File: src/rtl/irq_pkg.sv
// Shared types and constants for the interrupt entry sequencer.
package irq_pkg;

  localparam int          IRQ_ID_W        = 5;
  localparam int          NUM_IRQ         = 32;
  localparam logic [31:0] VEC_ENTRY_BYTES = 32'd4;

  typedef enum logic [1:0] {
    IDLE,
    FETCH,
    REDIRECT,
    RETURN
  } irq_state_e;

  // Lowest index wins; an empty mask yields 0.
  function automatic logic [IRQ_ID_W-1:0] lowest_set(input logic [NUM_IRQ-1:0] m);
    lowest_set = '0;
    for (int i = NUM_IRQ - 1; i >= 0; i--) begin
      if (m[i]) lowest_set = IRQ_ID_W'(i);
    end
  endfunction

endpackage

File: src/rtl/irq_ctx_stack.sv
// LIFO of saved {pc, id} contexts for nested interrupt service.
module irq_ctx_stack
  import irq_pkg::*;
#(
  parameter  int DEPTH = 4,
  localparam int PW    = $clog2(DEPTH),
  localparam int DW    = PW + 1
) (
  input  logic                clk,
  input  logic                reset,
  input  logic                push,
  input  logic [31:0]         push_pc,
  input  logic [IRQ_ID_W-1:0] push_id,
  input  logic                pop,
  output logic [31:0]         top_pc,
  output logic [IRQ_ID_W-1:0] top_id,
  output logic [DW-1:0]       depth,
  output logic                full,
  output logic                empty
);

  logic [31:0]         pc_q [DEPTH];
  logic [IRQ_ID_W-1:0] id_q [DEPTH];
  logic [DW-1:0]       depth_q, depth_d;
  logic [DW-1:0]       top_idx;

  assign full    = (depth_q == DW'(DEPTH));
  assign empty   = (depth_q == '0);
  assign depth   = depth_q;
  assign top_idx = depth_q - DW'(1);

  // Entries carry no reset: depth alone decides what is valid.
  always_ff @(posedge clk) begin
    if (push && !full) begin
      pc_q[depth_q[PW-1:0]] <= push_pc;
      id_q[depth_q[PW-1:0]] <= push_id;
    end
  end

  always_comb begin
    depth_d = depth_q;
    if (push && !full)      depth_d = depth_q + DW'(1);
    else if (pop && !empty) depth_d = depth_q - DW'(1);
  end

  always_ff @(posedge clk or posedge reset) begin
    if (reset) depth_q <= '0;
    else       depth_q <= depth_d;
  end

  assign top_pc = empty ? '0 : pc_q[top_idx[PW-1:0]];
  assign top_id = empty ? '0 : id_q[top_idx[PW-1:0]];

endmodule

File: src/rtl/irq_entry_sequencer.sv
// CPU-side interrupt entry/return sequencer: latches pending sources, stacks
// context, fetches the handler address and redirects the core.
module irq_entry_sequencer
  import irq_pkg::*;
#(
  parameter  logic [31:0] VTBL_BASE  = 32'h0000_0100,
  parameter  int          NEST_DEPTH = 4,
  localparam int          DW         = $clog2(NEST_DEPTH) + 1
) (
  input  logic                clk,
  input  logic                reset,
  input  logic                irq_valid,
  input  logic [31:0]         irq_vector,
  input  logic                int_enable,
  input  logic                insn_boundary,
  input  logic [31:0]         cur_pc,
  input  logic                iret,
  output logic                vtbl_req,
  output logic [31:0]         vtbl_addr,
  input  logic                vtbl_ack,
  input  logic [31:0]         vtbl_data,
  output logic                stall_core,
  output logic                redirect_valid,
  output logic [31:0]         redirect_pc,
  output logic                in_service,
  output logic [IRQ_ID_W-1:0] active_irq,
  output logic [DW-1:0]       nest_depth,
  output logic                iret_err
);

  irq_state_e          state_q, state_d;
  logic [NUM_IRQ-1:0]  pend_q, pend_d, take_clr;
  logic [IRQ_ID_W-1:0] sel_q, sel_d, sel_id, top_id;
  logic [31:0]         handler_q, handler_d, top_pc;
  logic                iret_err_q, iret_err_d;
  logic                take, pop, full, empty, eligible;

  irq_ctx_stack #(.DEPTH(NEST_DEPTH)) u_stack (
    .clk     (clk),
    .reset   (reset),
    .push    (take),
    .push_pc (cur_pc),
    .push_id (sel_id),
    .pop     (pop),
    .top_pc  (top_pc),
    .top_id  (top_id),
    .depth   (nest_depth),
    .full    (full),
    .empty   (empty)
  );

  assign sel_id   = lowest_set(pend_q);
  assign eligible = empty || (sel_id < top_id);

  for (genvar gi = 0; gi < NUM_IRQ; gi++) begin : g_clr
    assign take_clr[gi] = take && (sel_id == IRQ_ID_W'(gi));
  end

  // A new set of the bit being taken this cycle survives the clear.
  assign pend_d = (pend_q & ~take_clr) | (irq_valid ? irq_vector : '0);

  always_comb begin
    state_d        = state_q;
    sel_d          = sel_q;
    handler_d      = handler_q;
    iret_err_d     = 1'b0;
    take           = 1'b0;
    pop            = 1'b0;
    vtbl_req       = 1'b0;
    vtbl_addr      = '0;
    redirect_valid = 1'b0;
    redirect_pc    = '0;
    case (state_q)
      IDLE: begin
        if (iret) begin
          if (!empty) state_d    = RETURN;
          else        iret_err_d = 1'b1;
        end else if ((pend_q != '0) && int_enable && insn_boundary && eligible && !full) begin
          take    = 1'b1;
          sel_d   = sel_id;
          state_d = FETCH;
        end
      end
      FETCH: begin
        vtbl_req  = 1'b1;
        vtbl_addr = VTBL_BASE + 32'(sel_q) * VEC_ENTRY_BYTES;
        if (vtbl_ack) begin
          handler_d = vtbl_data & ~32'h3;
          state_d   = REDIRECT;
        end
      end
      REDIRECT: begin
        redirect_valid = 1'b1;
        redirect_pc    = handler_q;
        state_d        = IDLE;
      end
      RETURN: begin
        redirect_valid = 1'b1;
        redirect_pc    = top_pc;
        pop            = 1'b1;
        state_d        = IDLE;
      end
      default: state_d = IDLE;
    endcase
  end

  always_ff @(posedge clk or posedge reset) begin
    if (reset) begin
      state_q    <= IDLE;
      pend_q     <= '0;
      sel_q      <= '0;
      handler_q  <= '0;
      iret_err_q <= 1'b0;
    end else begin
      state_q    <= state_d;
      pend_q     <= pend_d;
      sel_q      <= sel_d;
      handler_q  <= handler_d;
      iret_err_q <= iret_err_d;
    end
  end

  assign stall_core = (state_q != IDLE);
  assign in_service = !empty;
  assign active_irq = top_id;
  assign iret_err   = iret_err_q;

endmodule

File: config.mk
export PLATFORM = sky130hd
export DESIGN_NAME = irq_entry_sequencer
export DESIGN_NICKNAME = d
export VERILOG_FILES = /design/src/rtl/irq_pkg.sv /design/src/rtl/irq_ctx_stack.sv /design/src/rtl/irq_entry_sequencer.sv
export SDC_FILE = /design/constraint.sdc
export NUM_CORES = 1
export LEC_CHECK = 0
export CAP_MARGIN = 20
export CORE_ASPECT_RATIO = 0.9
export CORE_MARGIN = 3
export CORE_UTILIZATION = 31
export CTS_CLUSTER_SIZE = 10
export DETAILED_ROUTE_END_ITERATION = 10
export PLACE_DENSITY_LB_ADDON = 0.25
export SYNTH_ARGS = -nofsm -noshare
export SYNTH_HDL_FRONTEND = slang
export SYNTH_SLANG_ARGS = --single-unit
export TNS_END_PERCENT = 50
File: constraint.sdc
create_clock -name clk -period 6.5 [get_ports clk]
set_input_delay 0.975 -clock clk [delete_from_list [all_inputs] [get_ports clk]]
set_output_delay 0.975 -clock clk [all_outputs]
set_load 0.02 [all_outputs]
==> flow_summary.json, run 1 <==
{
  "cp_data_required_time_ns": 6.66,
  "critical_path_class": "flop to flop",
  "vias": 6218,
  "hold_class": "flop to flop",
  "via_per_inst": 5.07,
  "synth-seq-area-share_pct": 64.2,
  "cp_cell_sequence": "inv_1, ha_2, mux2_2, o211ai_1, ha_1, a211o_1, a21oi_1, o221ai_2, a311o_1, a311oi_2, and3_2, buf_4",
  "slowest_delay_ns": 0.68,
  "internal_power_mw": 3.26,
  "syn_avg_cell_area_um2": 15.1,
  "ant_nets": 0,
  "rsz0062_at_grt": "false",
  "ir_drop_mv": 0.230,
  "topRoutingLayerUsed": "met5",
  "cts_tree": "done",
  "track_usage_pct": 14.5,
  "fin_hold_ws_ns": 0.476,
  "drtPass1Iterations": 5,
  "endpoint_kind": "flop",
  "power_frac_comb_pct": 36.2,
  "synthDistinctLibCells": 64,
  "pwr-share-clk_pct": 27.5,
  "grt_overflow_total": 0,
  "rows": 60,
  "post_cts_resized": 0,
  "initial_core_util_pct": 32.0,
  "cts.sinks": 221,
  "drv_slew": 0,
  "die_width_um": 193,
  "die_h_um": 174,
  "io_pins": 180,
  "crit_family": "compound AO/OA/AOI/OAI gates",
  "tightest_slew_ns": 0.952,
  "worst_clock_skew_ns": 0.0180,
  "met3WireLength_um": 1670,
  "startpoint_type": "flop",
  "synthArstFlopShare_pct": 33.0,
  "drt_wl_total_um": 24700,
  "arrival_ns": 5.09,
  "synth_edf_count": 148,
  "final_cell_mix": "clkdlybuf4s50_1, edfxtp_1, dfrtp_1",
  "power_mw": 4.77,
  "max-cap-violations": 0,
  "drive_gt1_share_pct": 16.0,
  "cts_hold_buffers": 0,
  "power_frac_seq_pct": 36.3,
  "power_density_mw_per_mm2": 383,
  "drt-met1-wl_um": 11100,
  "p_sw_mw": 1.51,
  "synth_ff_type": "edfxtp_1",
  "dr_wl_met2_um": 11400,
  "finalSetupViolCount": 0,
  "p_leak_nw": 4.33,
  "finalSetupTns_ns": 0,
  "drc": 0,
  "synthCells": 645,
  "core_mm2": 0.0305,
  "dieArea_mm2": 0.0337,
  "hpwl_um": 16100,
  "routabilityCongestion": 0.810,
  "synth-seq-cells": 221,
  "cts_made_buffers": 26,
  "final_common_cell": "clkdlybuf4s50_1",
  "h-tree-depth": 1,
  "grt_max_degree": 49,
  "hold_viol": 0,
  "first_iter_violations": 486,
  "clk_latency_ns": 0.52,
  "period_needed_ns": 4.93,
  "swShare_pct": 31.6,
  "synth_area_mm2": 0.00976,
  "nNetsFinal": 914,
  "port_buffers": 151,
  "antenna_found_initial": 2,
  "ys_warn_count": 0,
  "clkTransAtPathRegs_ns": 0.06,
  "grt_pass1_wl_um": 37700,
  "worstPathMaxFanout": 23,
  "reg2reg_setup_slack_ns": 1.57,
  "post_drt_wl_per_cell_um": 20.2,
  "post-cts-setup-buffer-count": 0,
  "finalCritPeriodShare_pct": 75.8,
  "status": "finished clean",
  "cts_buffer_depth": 3,
  "antenna_cells": 0,
  "cpMaxStageDelayCell": "ha_2",
  "fmax_mhz": 203,
  "cts-root-buf": "clkbuf_16",
  "critPathBufInv": 2,
  "max-slew-margin-rel_pct": 36.0,
  "synthToLayoutAreaGrowth_pct": 27.6,
  "grt_pass1_vias": 6344
}
-- area by class of cell --
class	count	area, um^2
Clock buffer	46	757
Clock inverter	2	8.76
Fill cell	2843	18000
Inverter	16	61.3
Multi-Input combinational cell	377	3230
Sequential cell	221	6270
Tap cell	403	504
Timing Repair Buffer	161	1620
-- stage by stage --
step                worst slack (ns)  area, um^2  cells  utilization (%)
finish                          1.57       12500   1226             40.9
CTS                             1.48       12400   1223             40.7
global placement                1.58       11600   1175             38.2
detailed placement              1.49       11600   1175             38.2
global route                    1.15       12500   1226             40.9
floorplan                      0.561        9860    670                -
-- worst reg2reg max path, delay by kind of cell, from the launching register on --
family | cells | cell delay (ns)
adder cells (fa/ha/maj) | 2 | 0.99
multiplexers | 1 | 0.39
flip-flops | 1 | 0.40
AND/OR/NAND/NOR | 1 | 0.56
AO/OA/AOI/OAI | 6 | 1.63
buffers and inverters | 2 | 0.58
-- cell usage after synthesis, types with 12 or more instances --
cell type	number	share of area (%)
mux4_2	34	7.8
a21o_1	12	0.92
inv_1	16	0.62
nor4_1	12	0.77
clkbuf_1	20	0.77
buf_4	27	2.1
a22o_1	43	3.9
nand2_1	36	1.4
a41oi_1	16	1.4
mux2_2	37	4.3
edfxtp_1	148	46
dfrtp_1	73	19
nor2_1	21	0.81
a21oi_1	26	1.3
-- cell families (layout without fill, tap and decap cells) --
group           count (synthesis)  count (layout)  share of synthesized area [%]
simple gates                  123             123                           6.52
fa+ha+maj                       8               8                           1.03
mux                            74              74                           12.4
xor+xnor                        2               2                          0.179
flops                         221             221                           64.2
compound gates                144             144                           11.7
buf+inv                        72             225                           3.91
other cells                     1              26                         0.0384
-- registers in the layout, summed over array words and instances (netlist names) --
signal / flops
u_stack.depth: 3
handler_q: 30
sel_q: 5
state_q: 2
iret_err: 1
pend_q: 32
u_stack.pc_q: 128
u_stack.id_q: 20
-- power by group through the flow --
stage                     Sequential [mW]  Combinational [mW]  Clock [mW]
after floorplan                      1.75                1.10           0
after global placement               1.76                1.76           0
after detailed placement             1.76                1.75           0
after CTS                            1.73                1.76        1.36
after global routing                 1.75                1.86        1.41
final                                1.73                1.73        1.31
-- metal layers --
layer	up-vias	GRT usage [%]
met3	39	3.55
met1	3133	20.0
met4	4	3.22
met2	210	23.2
met5	-	0
li1	2832	-
-- worst paths after layout --
kind,from,endpoint,cells past startpoint
min,sel_q[3],sel_q[3],1
min in group asynchronous,reset,pend_q[22],2
max in group asynchronous,reset,u_stack.depth[0],3
min reg2reg,sel_q[3],sel_q[3],1
max reg2reg,u_stack.depth[1],u_stack.pc_q[1][11],12
max,u_stack.depth[1],u_stack.pc_q[1][11],12
Power figures use the tool's default switching activity.
==> inputs of run 2 (changes only) <==
==> constraint.sdc (replaced) <==
create_clock -name clk -period 4 [get_ports clk]
set_input_delay 0.6 -clock clk [delete_from_list [all_inputs] [get_ports clk]]
set_output_delay 0.6 -clock clk [all_outputs]
set_load 0.02 [all_outputs]
==> run 2 against run 1 <==
Compared with the run above: sequential power is 62% higher; critical endpoint is now pend_q[4]; highest routed layer unchanged; final cell count is 4.2% higher; utilization is 1.7 points higher; clock power is 69% higher; sequential share of layout area is 2.0 points lower.
==> flow_summary.json, run 2 (same netlist as run 1, synthesis figures left out) <==
{
  "drv_slew": 0,
  "antenna_cells": 0,
  "die_width_um": 193,
  "cts-root-buf": "clkbuf_16",
  "period_needed_ns": 3.78,
  "dp_slack_ns": 0.0559,
  "dpl.cell_count": 1228,
  "cts_tree": "done",
  "first_iter_violations": 453,
  "drt_wl_total_um": 25600,
  "grt_pass1_wl_um": 39100,
  "finalSetupViolCount": 0,
  "via_per_inst": 5.02,
  "antenna_found_initial": 2,
  "post_drt_wl_per_cell_um": 20.0,
  "n_fill_cell": 2799,
  "stdcell_area_mm2": 0.0130,
  "clk_latency_ns": 0.54,
  "hpwl_um": 17700,
  "tightest_slew_ns": 0.916,
  "routabilityCongestion": 0.859,
  "multiInputGateArea_mm2": 0.00327,
  "dieArea_mm2": 0.0337,
  "final_cell_mix": "clkdlybuf4s50_1, edfxtp_1, dfrtp_1",
  "ir_drop_mv": 0.361,
  "post-cts-setup-buffer-count": 0,
  "final_common_cell": "clkdlybuf4s50_1",
  "fin_util_pct": 42.5,
  "power_density_mw_per_mm2": 615,
  "cp_data_required_time_ns": 4.42,
  "cts_hold_buffers": 0,
  "finalCritPeriodShare_pct": 94.5,
  "port_buffers": 151,
  "worst_clock_skew_ns": 0.0111,
  "fin_cells": 1278,
  "cts_made_buffers": 27,
  "grt_overflow_total": 0,
  "grt_max_degree": 49,
  "critical_path_class": "flop to flop",
  "rows": 60,
  "h-tree-depth": 1,
  "ant_nets": 0,
  "worstPathMaxFanout": 8,
  "hold_viol": 0,
  "cts_buffer_depth": 3,
  "largest_reg_flops": 128,
  "arrival_ns": 4.20,
  "max-slew-margin-rel_pct": 38.4,
  "initial_core_util_pct": 32.0,
  "fmax_mhz": 265,
  "post_cts_resized": 0,
  "track_usage_pct": 15.0,
  "endpoint_kind": "flop",
  "die_h_um": 174,
  "synthToLayoutAreaGrowth_pct": 32.9,
  "seq_area_mm2": 0.00627,
  "p_leak_nw": 4.60,
  "nNetsFinal": 965,
  "hold_class": "primary input to asynchronous set/reset pin",
  "drtPass1Iterations": 5,
  "fin_hold_ws_ns": 0.369,
  "max-cap-violations": 0,
  "status": "finished clean",
  "drive_gt1_share_pct": 21.6,
  "grt_pass1_vias": 6617,
  "vias": 6410,
  "io_pins": 180,
  "core_mm2": 0.0305,
  "rsz0062_at_grt": "false",
  "clkTransAtPathRegs_ns": 0.06,
  "cts.sinks": 221,
  "dpl-instance-area_mm2": 0.0121,
  "startpoint_type": "flop",
  "timing.final.ws_setup_ns": 0.222,
  "drc": 0
}
==> run 2: area by class of cell <==
type | count | area share, %
inverter | 16 | 0.511
clock buffer | 47 | 5.94
timing repair buffer | 211 | 15.8
multi-input combinational | 377 | 25.2
sequential | 221 | 48.4
clock inverter | 3 | 0.261
tap | 403 | 3.89
==> run 2: power by group <==
part | switching, mW | internal, mW
logic | 1.50 | 1.44
clock network | 0.915 | 1.30
registers | 0.117 | 2.69
total | 2.53 | 5.44
==> run 2: worst max-delay path: stages (launching register included) <==
cell and delay [ns]:
dfrtp_1 0.40, nor4_2 0.45, nand4_1 0.23, nand2b_1 0.17
inv_1 0.08, ha_1 0.32, a211o_1 0.27, a21oi_2 0.15
o221ai_2 0.10, a311o_1 0.33, a31o_4 0.28, or4_4 0.57
a221o_1 0.31
==> run 2: final timing paths <==
check | start | endpoint | slack [ns] | cells after the start
setup / recovery | pend_q[19] | pend_q[4] | 0.22 | 12
hold / removal | reset | state_q[0] | 0.37 | 2
setup reg to reg | pend_q[19] | pend_q[4] | 0.22 | 12
hold reg to reg | sel_q[3] | sel_q[3] | 0.47 | 1
max in group asynchronous | reset | handler_q[15] | 2.89 | 3
min in group clk | sel_q[3] | sel_q[3] | 0.47 | 1
==> run 2: metrics by stage <==
step	power (mW)	TNS, ns
final	7.97	0
after global routing	8.38	0
after CTS	8.10	0
after detailed placement	5.84	0
after global placement	5.83	0
after floorplan	4.76	-15.01
==> run 2: metal layers <==
metal	track usage, %	wire, um	vias to the layer above
met5	0	21	-
met2	23.5	11800	202
met1	21.1	11600	3218
met4	3.53	568	4
li1	-	-	2941
met3	3.55	1600	45
==> patch, RTL diff (settings of run 1) <==
Set the parameter `NEST_DEPTH` to 2 (it was 4).
--- a/src/rtl/irq_entry_sequencer.sv
+++ b/src/rtl/irq_entry_sequencer.sv
@@ -4,7 +4,7 @@
   import irq_pkg::*;
 #(
   parameter  logic [31:0] VTBL_BASE  = 32'h0000_0100,
-  parameter  int          NEST_DEPTH = 4,
+  parameter  int          NEST_DEPTH = 2,
   localparam int          DW         = $clog2(NEST_DEPTH) + 1
 ) (
   input  logic                clk,
Interface: changed (resized nest_depth); port bits go from 180 to 179. The function was not compared with the original's and may differ.
==> patch against run 1 <==
Sequential cell count down 75; hold slack better by 0.018 ns; non-clock buffer count up 4; worst setup slack better by 0.23 ns; routed wire length down 27%; clock power down 31%; maximum frequency up 4.9%; final area down 27%; cell count down 17%; global-route usage up 0.78 points; total power down 35%; synthesized area down 31%; clock skew down 0.0075 ns; critical endpoint is now u_stack.pc_q[0][31]; highest routed layer is now met4.
==> patch: results (changes against run 1) <==
- Status: completed (unchanged)
- Gpl congestion: 0.866 (was 0.810)
- Actual slew at the worst max-slew pin: 0.903 ns (was 0.952 ns)
- VDD IR-drop max: 162 uV (was 230 uV)
- Number of synthesized flops with an enable pin: 74 (was 148)
- Max stage delay cell, worst path: nor4_1 (was ha_2)
- Cell area after placement: 8560 um^2 (was 11,600 um^2)
- Total GRT Usage: 15.3% (was 14.5%)
- Async set-reset flop share out of synthesis: 49.3% (was 33.0%)
- Crit path max-delay family: simple AND/OR/NAND/NOR gates (was compound AO/OA/AOI/OAI gates)
- Synthesis-stage register bit count: 146 (was 221)
- Initial antenna violation count: 0 (was 2)
- Met2 Use GR: 25.5% (was 23.2%)
- Post-synthesis adder-cell area fraction: 0.924% (was 1.03%)
- Register area: 4030 um^2 (was 6270 um^2)
- Layout cells sized above 1: 12.8% (was 16.0%)
- Vias: 4,948 (was 6,218)
- Met3 usage: 3.97% (was 3.55%)
- Fill count: 2,014 (was 2,843)
- Largest net degree at the start of global routing: 73 (was 49)
- Met3 routed WL: 1020 um (was 1670 um)
- # clk buffers: 18 (was 46)
- Highest routing layer actually used: met4 (was met5)
- DRT iter0 DRCs: 279 (was 486)
- Clock Skews: 0.0105 ns (was 0.0180 ns)
- CTS buffer count: 17 (was 26)
- PortBufs: 150 (was 151)
- Clock Latency Late Sink: 0.42 ns (was 0.52 ns)
- HPWL Detailed: 13,100 um (was 16,100 um)
- Non-clk buf share: 18.0% (was 13.0%)
- Layout Nets: 830 (was 914)
- Compound-Gate Fraction of Synth Area: 12.3% (was 11.7%)
- Vias in the first global route: 5,038 (was 6,344)
- Yosys cell types: 59 (was 64)
- Fraction of standard cell area in multi-input logic: 27.4% (was 25.9%)
- ClkCell Share: 6.04% (was 6.15%)
- Crit path DAT: 4.82 ns (was 5.09 ns)
- CTS H-tree lvls: 4 (was 1)
- Synth Area in XOR/XNOR: 0.129% (was 0.179%)
- Routed len/inst: 17.7 um (was 20.2 um)
- M1 GR Usage: 19.8% (was 20.0%)
## patch: through the flow
| stage | utilization (%) | cells |
|---|---|---|
| after floorplan | - | 591 |
| after CTS | 43.1 | 1020 |
| after global placement | 40.4 | 987 |
| after global routing | 43.2 | 1021 |
| final | 43.2 | 1021 |
| after detailed placement | 40.5 | 988 |
## patch: final timing paths
path / from / endpoint / slack (ns) / depth (start not counted)
setup / recovery: pend_q[6] / u_stack.pc_q[0][31] / 1.80 / 12
hold / removal: sel_q[0] / sel_q[0] / 0.49 / 2
setup reg to reg: pend_q[6] / u_stack.pc_q[0][31] / 1.80 / 12
hold reg to reg: sel_q[0] / sel_q[0] / 0.49 / 2
max in group asynchronous: reset / pend_q[1] / 5.03 / 4
min in group asynchronous: reset / handler_q[12] / 0.88 / 3
## patch: report_power, final
group	switching, uW	internal [uW]	total, uW
Combinational	547	476	1020
Clock	404	499	902
Sequential	73.2	1120	1190
